$ cat src/rtl/gfx_rom_pkg.sv
// gfx_rom_pkg: shared types and constants for the graphics ROM arbiter.
// Arbiter states, client ids, default region bases, timeout fill word.
package gfx_rom_pkg;

   typedef enum logic [1:0] {IDLE, ISSUE, WAIT, RESP} state_t;
   typedef enum logic [1:0] {CL_TILE, CL_SPR, CL_THEME} client_t;

   localparam logic [21:0] TILE_BASE_DEF  = 22'h000000;
   localparam logic [21:0] SPR_BASE_DEF   = 22'h040000;
   localparam logic [21:0] THEME_BASE_DEF = 22'h0C0000;
   localparam logic [31:0] TIMEOUT_FILL   = 32'hFFFFFFFF;

   function automatic logic [15:0] half_of(
      input logic [31:0] w,
      input logic        hi
   );
      return hi ? w[31:16] : w[15:0];
   endfunction

endpackage

$ cat src/rtl/gfx_rom_arbiter_prio_sel.sv
// gfx_rom_prio_sel: combinational winner select for the ROM arbiter.
// Starved requesters win first (theme > spr > tile), else tile > spr > theme.
module gfx_rom_prio_sel
   import gfx_rom_pkg::*;
#(
   parameter int CW         = 3,
   parameter int STARVE_MAX = 4
) (
   input  logic [2:0]         req,
   input  logic [2:0][CW-1:0] starve,
   output logic               any_req,
   output client_t            winner
);

   logic [2:0] promo;

   assign promo[0] = req[0] && (starve[0] >= CW'(STARVE_MAX));
   assign promo[1] = req[1] && (starve[1] >= CW'(STARVE_MAX));
   assign promo[2] = req[2] && (starve[2] >= CW'(STARVE_MAX));
   assign any_req  = |req;

   always_comb begin
      if (promo[2])      winner = CL_THEME;
      else if (promo[1]) winner = CL_SPR;
      else if (promo[0]) winner = CL_TILE;
      else if (req[0])   winner = CL_TILE;
      else if (req[1])   winner = CL_SPR;
      else if (req[2])   winner = CL_THEME;
      else               winner = CL_TILE;
   end

endmodule

$ cat src/rtl/gfx_rom_arbiter.sv
// gfx_rom_arbiter: shares one 32-bit ROM port between tile, sprite, theme.
// Optional per-client last-word hit cache: define GFX_ROM_HITCACHE_EN.
module gfx_rom_arbiter
   import gfx_rom_pkg::*;
#(
   parameter int                MEM_AW     = 22,
   parameter logic [MEM_AW-1:0] TILE_BASE  = MEM_AW'(TILE_BASE_DEF),
   parameter logic [MEM_AW-1:0] SPR_BASE   = MEM_AW'(SPR_BASE_DEF),
   parameter logic [MEM_AW-1:0] THEME_BASE = MEM_AW'(THEME_BASE_DEF),
   parameter int                STARVE_MAX = 4,
   parameter int                TIMEOUT    = 63
) (
   input  logic              clk_sys,
   input  logic              nRESET,
   input  logic              tile_req,
   input  logic [17:0]       tile_addr,
   output logic              tile_ack,
   output logic [31:0]       tile_data,
   input  logic              spr_req,
   input  logic [18:0]       spr_addr,
   output logic              spr_ack,
   output logic [31:0]       spr_data,
   input  logic              theme_req,
   input  logic [17:0]       theme_addr,
   output logic              theme_ack,
   output logic [15:0]       theme_data,
   output logic              mem_rd,
   output logic [MEM_AW-1:0] mem_addr,
   input  logic              mem_ready,
   input  logic              mem_valid,
   input  logic [31:0]       mem_dout,
   output logic              busy,
   output logic              err
);

   localparam int CW = $clog2(STARVE_MAX + 1);
   localparam int TW = $clog2(TIMEOUT + 1);

   state_t             state;
   client_t            cur;
   client_t            gnt;
   logic               any_req;
   logic               half;
   logic               hit;
   logic               hit_q;
   logic [31:0]        hit_word;
   logic [TW-1:0]      tcnt;
   logic [2:0][CW-1:0] starve;
   logic [2:0]         req_v;
   logic [MEM_AW-1:0]  map_w;
   logic               timeout;
   logic               dlv;
   logic [31:0]        dword;

   assign req_v = {theme_req, spr_req, tile_req};
   assign busy  = (state != IDLE);

   gfx_rom_prio_sel #(
      .CW         (CW),
      .STARVE_MAX (STARVE_MAX)
   ) u_prio (
      .req     (req_v),
      .starve  (starve),
      .any_req (any_req),
      .winner  (gnt)
   );

   always_comb begin
      unique case (gnt)
         CL_SPR:   map_w = SPR_BASE + MEM_AW'(spr_addr);
         CL_THEME: map_w = THEME_BASE + MEM_AW'(theme_addr[17:1]);
         default:  map_w = TILE_BASE + MEM_AW'(tile_addr);
      endcase
   end

   // a real mem_valid beats the watchdog on its last cycle
   assign timeout = (state == WAIT) && !mem_valid &&
                    (tcnt == TW'(TIMEOUT));

   always_comb begin
      dlv   = 1'b0;
      dword = mem_dout;
      if (state == ISSUE && hit_q) begin
         dlv   = 1'b1;
         dword = hit_word;
      end else if (state == WAIT && mem_valid) begin
         dlv   = 1'b1;
      end else if (timeout) begin
         dlv   = 1'b1;
         dword = TIMEOUT_FILL;
      end
   end

`ifdef GFX_ROM_HITCACHE_EN
   logic [2:0]                  hc_vld;
   logic [2:0][MEM_AW-1:0]      hc_addr;
   logic [2:0][31:0]            hc_data;

   assign hit      = hc_vld[gnt] && (hc_addr[gnt] == map_w);
   assign hit_word = hc_data[cur];

   always_ff @(posedge clk_sys) begin
      if (!nRESET) begin
         hc_vld <= '0;
      end else if (state == WAIT && mem_valid) begin
         hc_vld[cur]  <= 1'b1;
         hc_addr[cur] <= mem_addr;
         hc_data[cur] <= mem_dout;
      end else if (timeout) begin
         hc_vld[cur]  <= 1'b0;
      end
   end
`else
   assign hit      = 1'b0;
   assign hit_word = '0;
`endif

   always_ff @(posedge clk_sys) begin
      if (!nRESET) begin
         state      <= IDLE;
         cur        <= CL_TILE;
         half       <= 1'b0;
         hit_q      <= 1'b0;
         tcnt       <= '0;
         starve     <= '0;
         mem_rd     <= 1'b0;
         mem_addr   <= '0;
         tile_ack   <= 1'b0;
         spr_ack    <= 1'b0;
         theme_ack  <= 1'b0;
         tile_data  <= '0;
         spr_data   <= '0;
         theme_data <= '0;
         err        <= 1'b0;
      end else begin
         tile_ack  <= 1'b0;
         spr_ack   <= 1'b0;
         theme_ack <= 1'b0;
         unique case (state)
            IDLE: begin
               if (any_req) begin
                  state    <= ISSUE;
                  cur      <= gnt;
                  half     <= theme_addr[0];
                  mem_addr <= map_w;
                  mem_rd   <= !hit;
                  hit_q    <= hit;
                  tcnt     <= '0;
                  for (int i = 0; i < 3; i++) begin
                     if (2'(i) == gnt)
                        starve[i] <= '0;
                     else if (req_v[i] && starve[i] < CW'(STARVE_MAX))
                        starve[i] <= starve[i] + 1'b1;
                  end
               end
            end
            ISSUE: begin
               if (!hit_q && mem_ready) begin
                  mem_rd <= 1'b0;
                  state  <= WAIT;
               end
            end
            WAIT: begin
               if (!dlv) tcnt <= tcnt + 1'b1;
            end
            RESP: state <= IDLE;
            default: state <= IDLE;
         endcase
         if (dlv) begin
            state <= RESP;
            unique case (cur)
               CL_SPR: begin
                  spr_ack  <= 1'b1;
                  spr_data <= dword;
               end
               CL_THEME: begin
                  theme_ack  <= 1'b1;
                  theme_data <= half_of(dword, half);
               end
               default: begin
                  tile_ack  <= 1'b1;
                  tile_data <= dword;
               end
            endcase
         end
         if (timeout) err <= 1'b1;
      end
   end

endmodule

$ cat config.mk
export PLATFORM = sky130hd
export DESIGN_NAME = gfx_rom_arbiter
export DESIGN_NICKNAME = d
export VERILOG_FILES = /design/src/rtl/gfx_rom_pkg.sv /design/src/rtl/gfx_rom_arbiter_prio_sel.sv /design/src/rtl/gfx_rom_arbiter.sv
export SDC_FILE = /design/constraint.sdc
export NUM_CORES = 1
export LEC_CHECK = 0
export CAP_MARGIN = 20
export CORE_UTILIZATION = 48
export CTS_BUF_LIST = sky130_fd_sc_hd__clkbuf_4 sky130_fd_sc_hd__clkbuf_8
export DETAILED_ROUTE_END_ITERATION = 10
export GPL_ROUTABILITY_DRIVEN = 0
export PLACE_DENSITY_LB_ADDON = 0.08
export SKIP_CTS_REPAIR_TIMING = 1
export SLEW_MARGIN = 20
export SYNTH_ARGS = -nofsm -noshare
export SYNTH_HDL_FRONTEND = slang
export SYNTH_SLANG_ARGS = --single-unit
export TNS_END_PERCENT = 100
$ cat constraint.sdc
create_clock -name clk_sys -period 3.9 [get_ports clk_sys]
set_clock_uncertainty 0.2 [all_clocks]
set_input_delay 0.78 -clock clk_sys [delete_from_list [all_inputs] [get_ports clk_sys]]
set_output_delay 0.78 -clock clk_sys [all_outputs]
set_load 0.05 [all_outputs]
==> impl_metrics.ini, run 1 <==
[outcome]
status = finished, final reports clean

[clock_network]
clk_latency_ns = 0.43
clock_path_buffers = 2
clkSinkCount = 122
clk_pin_slew_worst_paths_ns = 0.07
cts_htree_levels = 4
cts_buffers = 17
cts_tree = built
root_buffer = clkbuf_8

[sta]
setup_ws_ns = 0.733
relSlewSlack = 0.303
fmax_mhz = 316
setup_viol = 0
rsz0062_at_grt = no
final.setup.tns_ns = 0
hold_viol = 0
tightest_slew_ns = 1.04
period_share = 0.812
slew_violations = 0
min_period_ns = 3.17
fin_hold_ws_ns = 0.254

[worst_hold_path]
worst_hold_path_type = reg2reg

[die]
core-area_um2 = 10300
die_w_um = 105
rows = 37
design.die.area_um2 = 11100
pin_count = 202
die_h_um = 105
start_util = 0.495

[critical_path]
reg2reg_slack_ns = 1.34
crit_chain = inv_1, ha_1, inv_1, clkdlybuf4s50_1
slowest_delay_ns = 0.81
critPathSlowestCell = clkdlybuf4s50_1
path_max_fanout = 11
crit_type = reg2out
critPathBufInv = 3
startpoint_type = flip-flop
arrival_ns = 2.19
cp_top_family = buffers and inverters
cp_common_cell = inv_1
worstSetupEndpointType = output port
required_ns = 2.92

[cells_and_area]
n_antenna_cell = 0
n_fill_cell = 781
area_growth_syn_to_layout_pct = 46.3
ff_latch_area_um2 = 2440
drive_gt1_frac = 0.158
finalNetCount = 781
multi_input_area_um2 = 2360

[logic_synthesis]
synth_top_area_cell = dfxtp_1
synthFlopType = dfxtp_1
yosysSeqAreaShare = 0.478
ys_seq_elements = 122
synthArstFlopShare = 0
synthCells = 499
ys_types = 45
yosys_warnings = 0
yosys.area.top_type_share = 0.478
syn-cell-area_um2 = 5110
synth_edf_count = 0
syn_avg_cell_area_um2 = 10.2
ys_top_cells_by_area = dfxtp_1 (48%), o221a_2 (13%), a21oi_1 (4.0%)

[detailed_routing]
avgViaCountPerCell = 5.64
finalWirelength_um = 14000
wire_per_inst_um = 17.0
drcViolationCount = 0
dr.pass1.iters = 5
drtAntennaViolNets = 0
drt_iter0_drc = 206
vias = 4648

[power]
p_leak_nw = 2.73
total_power_mw = 3.78
power_density_nw_per_um2 = 506
vdd_drop_max_v = 0.000366

[global_routing]
grt_first_pass_wirelength_um = 22300
grt_pass1_vias = 4415
gr-total-overflow = 0
grt_max_degree = 75
track_usage = 0.255
antenna_found_initial = 0

[placement]
pre_cts_slack_ns = 0.513
numPortBuffers = 199
post-dp-hpwl_um = 9650

[flow_run]
drv_cap = 0
-- sequential cells by signal, summed over array words and instances, names as in the netlist, 2 cells and up --
register / count
starve: 6
state: 2
tcnt: 6
tile_data: 32
spr_data: 32
mem_addr: 20
cur: 2
theme_data: 16
-- placed cells by master (no fill, tap or decap), types with 12 or more instances in the layout --
cell type,count
nand2_1,14
a21oi_1,41
clkdlybuf4s50_1,198
a22oi_1,19
dfxtp_1,122
nor2_1,51
a211oi_1,18
mux2i_1,17
o221a_2,59
o21a_1,17
ha_1,12
clkbuf_8,19
-- worst paths after layout --
check / startpoint / to / cells past startpoint
worst max register to register: state[0] / theme_data[10] / 6
worst min register to register: mem_addr[18] / mem_addr[18] / 2
worst max-delay path: state[0] / busy / 4
worst min-delay path: mem_addr[18] / mem_addr[18] / 2
-- tightest hold or removal path: cells and delay by family, from the launching register on --
family             cells  cell delay, ns
AOI/OAI and AO/OA      1            0.05
DFF                    1            0.31
and+or+nand+nor        1            0.05
-- metal layers --
layer	share of wire	GRT usage	vias to the layer above
li1	-	-	2228
met1	0.42	0.306	2231
met4	0.021	0.101	0
met2	0.49	0.431	163
met3	0.060	0.0686	26
met5	0	0	-
-- where the power goes --
part / internal, mW / switching [mW] / total [mW]
combinational: 0.465 / 0.745 / 1.21
sequential: 1.36 / 0.0829 / 1.44
clock: 0.604 / 0.524 / 1.13
total: 2.43 / 1.35 / 3.78
-- cells by family (layout without fill, tap and decap cells) --
family | count (synthesis) | count (layout) | synth area share
other | 1 | 2 | 0.000734
AO/OA/AOI/OAI | 183 | 183 | 0.300
buffers and inverters | 63 | 251 | 0.0632
flip-flops | 122 | 122 | 0.478
multiplexers | 17 | 17 | 0.0333
adder cells (fa/ha/maj) | 12 | 12 | 0.0294
XOR/XNOR | 1 | 1 | 0.00171
AND/OR/NAND/NOR | 100 | 100 | 0.0938
-- synthesized netlist by cell type, drive strengths merged (3+ instances only) --
cell and count:
and2 3, clkbuf 31, ha 12, nand3 8
a22oi 19, nor2 51, nor2b 4, nand2 14
mux2i 17, buf 22, dfxtp 122, a211oi 18
and3 5, o21a 17, o21ai 6, o221a 67
inv 10, o31a 3, a31oi 3, a21oi 41
-- area by class of cell --
class	count	area share
clock buffer	19	0.0350
clock inverter	13	0.0193
inverter	10	0.00502
multi-input combinational	315	0.315
sequential	122	0.327
tap	136	0.0228
timing repair buffer	209	0.276
-- metrics by stage --
stage	area [um2]	util	cells
final	7470	0.724	824
after global routing	7470	0.724	824
after CTS	7470	0.724	824
after detailed placement	7070	0.685	792
after global placement	7070	0.685	792
after floorplan	5110	-	500
Power figures use the tool's default switching activity.
==> run 2, diff against run 1 <==
--- a/config.mk
+++ b/config.mk
@@ -6,7 +6,7 @@
 export NUM_CORES = 1
 export LEC_CHECK = 0
 export CAP_MARGIN = 20
-export CORE_UTILIZATION = 48
+export CORE_UTILIZATION = 41
 export CTS_BUF_LIST = sky130_fd_sc_hd__clkbuf_4 sky130_fd_sc_hd__clkbuf_8
 export DETAILED_ROUTE_END_ITERATION = 10
 export GPL_ROUTABILITY_DRIVEN = 0
==> constraint.sdc (replaced) <==
create_clock -name clk_sys -period 2.9 [get_ports clk_sys]
set_clock_uncertainty 0.2 [all_clocks]
set_input_delay 0.58 -clock clk_sys [delete_from_list [all_inputs] [get_ports clk_sys]]
set_output_delay 0.58 -clock clk_sys [all_outputs]
set_load 0.05 [all_outputs]
==> impl_metrics.ini, run 2 (synthesized netlist as in run 1, its figures left out) <==
[sta]
fmax_mhz = 396
slew_violations = 0
setup_viol = 0
fin_hold_ws_ns = 0.256
period_share = 0.870
final.setup.tns_ns = 0
min_period_ns = 2.52
setup_ws_ns = 0.376
hold_viol = 0
rsz0062_at_grt = no
relSlewSlack = 0.480
tightest_slew_ns = 0.779

[detailed_routing]
wire_per_inst_um = 17.4
dr.pass1.iters = 5
finalWirelength_um = 15100
avgViaCountPerCell = 5.46
drcViolationCount = 0
vias = 4726
drt_iter0_drc = 324
drtAntennaViolNets = 0

[critical_path]
crit_end = mem_addr[9]
crit_chain = clkdlybuf4s50_1, o21ai_0, inv_1, ha_1, a22oi_1, a211oi_1, a21oi_1, nor2_1
reg2reg_slack_ns = 0.49
critPathSlowestCell = ha_1
startpoint_type = primary input
r2r-start = state[0]
path_max_fanout = 19
slowest_delay_ns = 0.61
arrival_ns = 2.69
crit_start = theme_req
worstSetupEndpointType = flip-flop
r2r_cells = 7
rr_endpoint = spr_data[1]
required_ns = 3.07
crit_type = in2reg

[power]
power_density_nw_per_um2 = 706
p_leak_nw = 2.86
vdd_drop_max_v = 0.000558

[clock_network]
clk_pin_slew_worst_paths_ns = 0.07
root_buffer = clkbuf_8
clock_path_buffers = 2
cts_htree_levels = 4
clk_latency_ns = 0.43
clkSinkCount = 122
cts_buffers = 17
cts_tree = built

[worst_hold_path]
worst_hold_path_type = reg2reg

[die]
start_util = 0.424
design.die.area_um2 = 12900
rows = 40
die_w_um = 114
pin_count = 202
core-area_um2 = 12100
die_h_um = 114

[cells_and_area]
final_cell_mix = clkdlybuf4s50_1 (197), dfxtp_1 (122), o221a_2 (59)
utilization = 0.641
area_growth_syn_to_layout_pct = 51.3
drive_gt1_frac = 0.170
layout_commonest_cell = clkdlybuf4s50_1
finalNetCount = 791
n_antenna_cell = 0
largestRegisters = spr_data: 32 flops, tile_data: 32 flops, mem_addr: 20 flops

[global_routing]
grt_max_degree = 75
gr-total-overflow = 0
antenna_found_initial = 1
track_usage = 0.236
grt_pass1_vias = 4565
grt_first_pass_wirelength_um = 23600

[placement]
post-dp-hpwl_um = 10400
numPortBuffers = 199
pre_cts_slack_ns = -0.0803

[outcome]
status = finished, final reports clean

[flow_run]
drv_cap = 0
## run 2: worst min path at each step
stage / startpoint / endpoint / slack, ns / depth (start not counted)
2_1_floorplan: cur[0] / cur[0] / 0.25 / 2
4_1_cts: half / half / 0.26 / 2
6_report: half / half / 0.26 / 2
3_3_place_gp: mem_addr[18] / mem_addr[18] / 0.24 / 2
3_5_place_dp: theme_data[11] / theme_data[11] / 0.25 / 1
5_1_grt: theme_data[8] / theme_data[8] / 0.28 / 1
## run 2: worst max-delay path: cells and delay by family
family,cells,cell delay (ns)
AO/OA/AOI/OAI,4,0.76
buffers and inverters,2,0.65
adder cells (fa/ha/maj),1,0.61
AND/OR/NAND/NOR,1,0.09
## run 2: power by group
group / switching (mW) / internal, mW / total, mW / leakage, nW
Combinational: 1.05 / 0.659 / 1.70 / 1.63
Clock: 0.663 / 1.17 / 1.84 / 0.239
Sequential: 0.0876 / 1.83 / 1.91 / 0.989
Total: 1.80 / 3.66 / 5.46 / 2.86
## run 2: cell type report
type / count / area [um2]
clock buffers: 21 / 277
fillers: 1012 / 4330
multi-input cells: 315 / 2360
clock inverters: 11 / 216
well taps: 168 / 210
inverters: 10 / 37.5
flip-flops and latches: 122 / 2440
repair buffers: 219 / 2190
## run 2: routing by layer
metal / GRT usage / part of all wire / routed length [um]
met1: 0.277 / 0.42 / 6350
met2: 0.408 / 0.51 / 7640
met3: 0.0717 / 0.062 / 934
met4: 0.0807 / 0.012 / 174
met5: 0 / 0.00086 / 13
## run 2: stage by stage
| step | std cells | total power, mW | instance area, um2 |
|---|---|---|---|
| 3_3_place_gp | 834 | 3.62 | 7230 |
| 4_1_cts | 866 | 5.51 | 7730 |
| 3_5_place_dp | 834 | 3.66 | 7230 |
| 6_report | 866 | 5.46 | 7730 |
| 5_1_grt | 866 | 5.73 | 7730 |
| 2_1_floorplan | 500 | 3.06 | 5110 |
==> run 3, diff against run 2 <==
--- a/config.mk
+++ b/config.mk
@@ -10,6 +10,7 @@
 export CTS_BUF_LIST = sky130_fd_sc_hd__clkbuf_4 sky130_fd_sc_hd__clkbuf_8
 export DETAILED_ROUTE_END_ITERATION = 10
 export GPL_ROUTABILITY_DRIVEN = 0
+export HOLD_SLACK_MARGIN = 0.03
 export PLACE_DENSITY_LB_ADDON = 0.08
 export SKIP_CTS_REPAIR_TIMING = 1
 export SLEW_MARGIN = 20
==> results of run 3 <==
Final layout, timing and power as in run 2 (identical DEF).
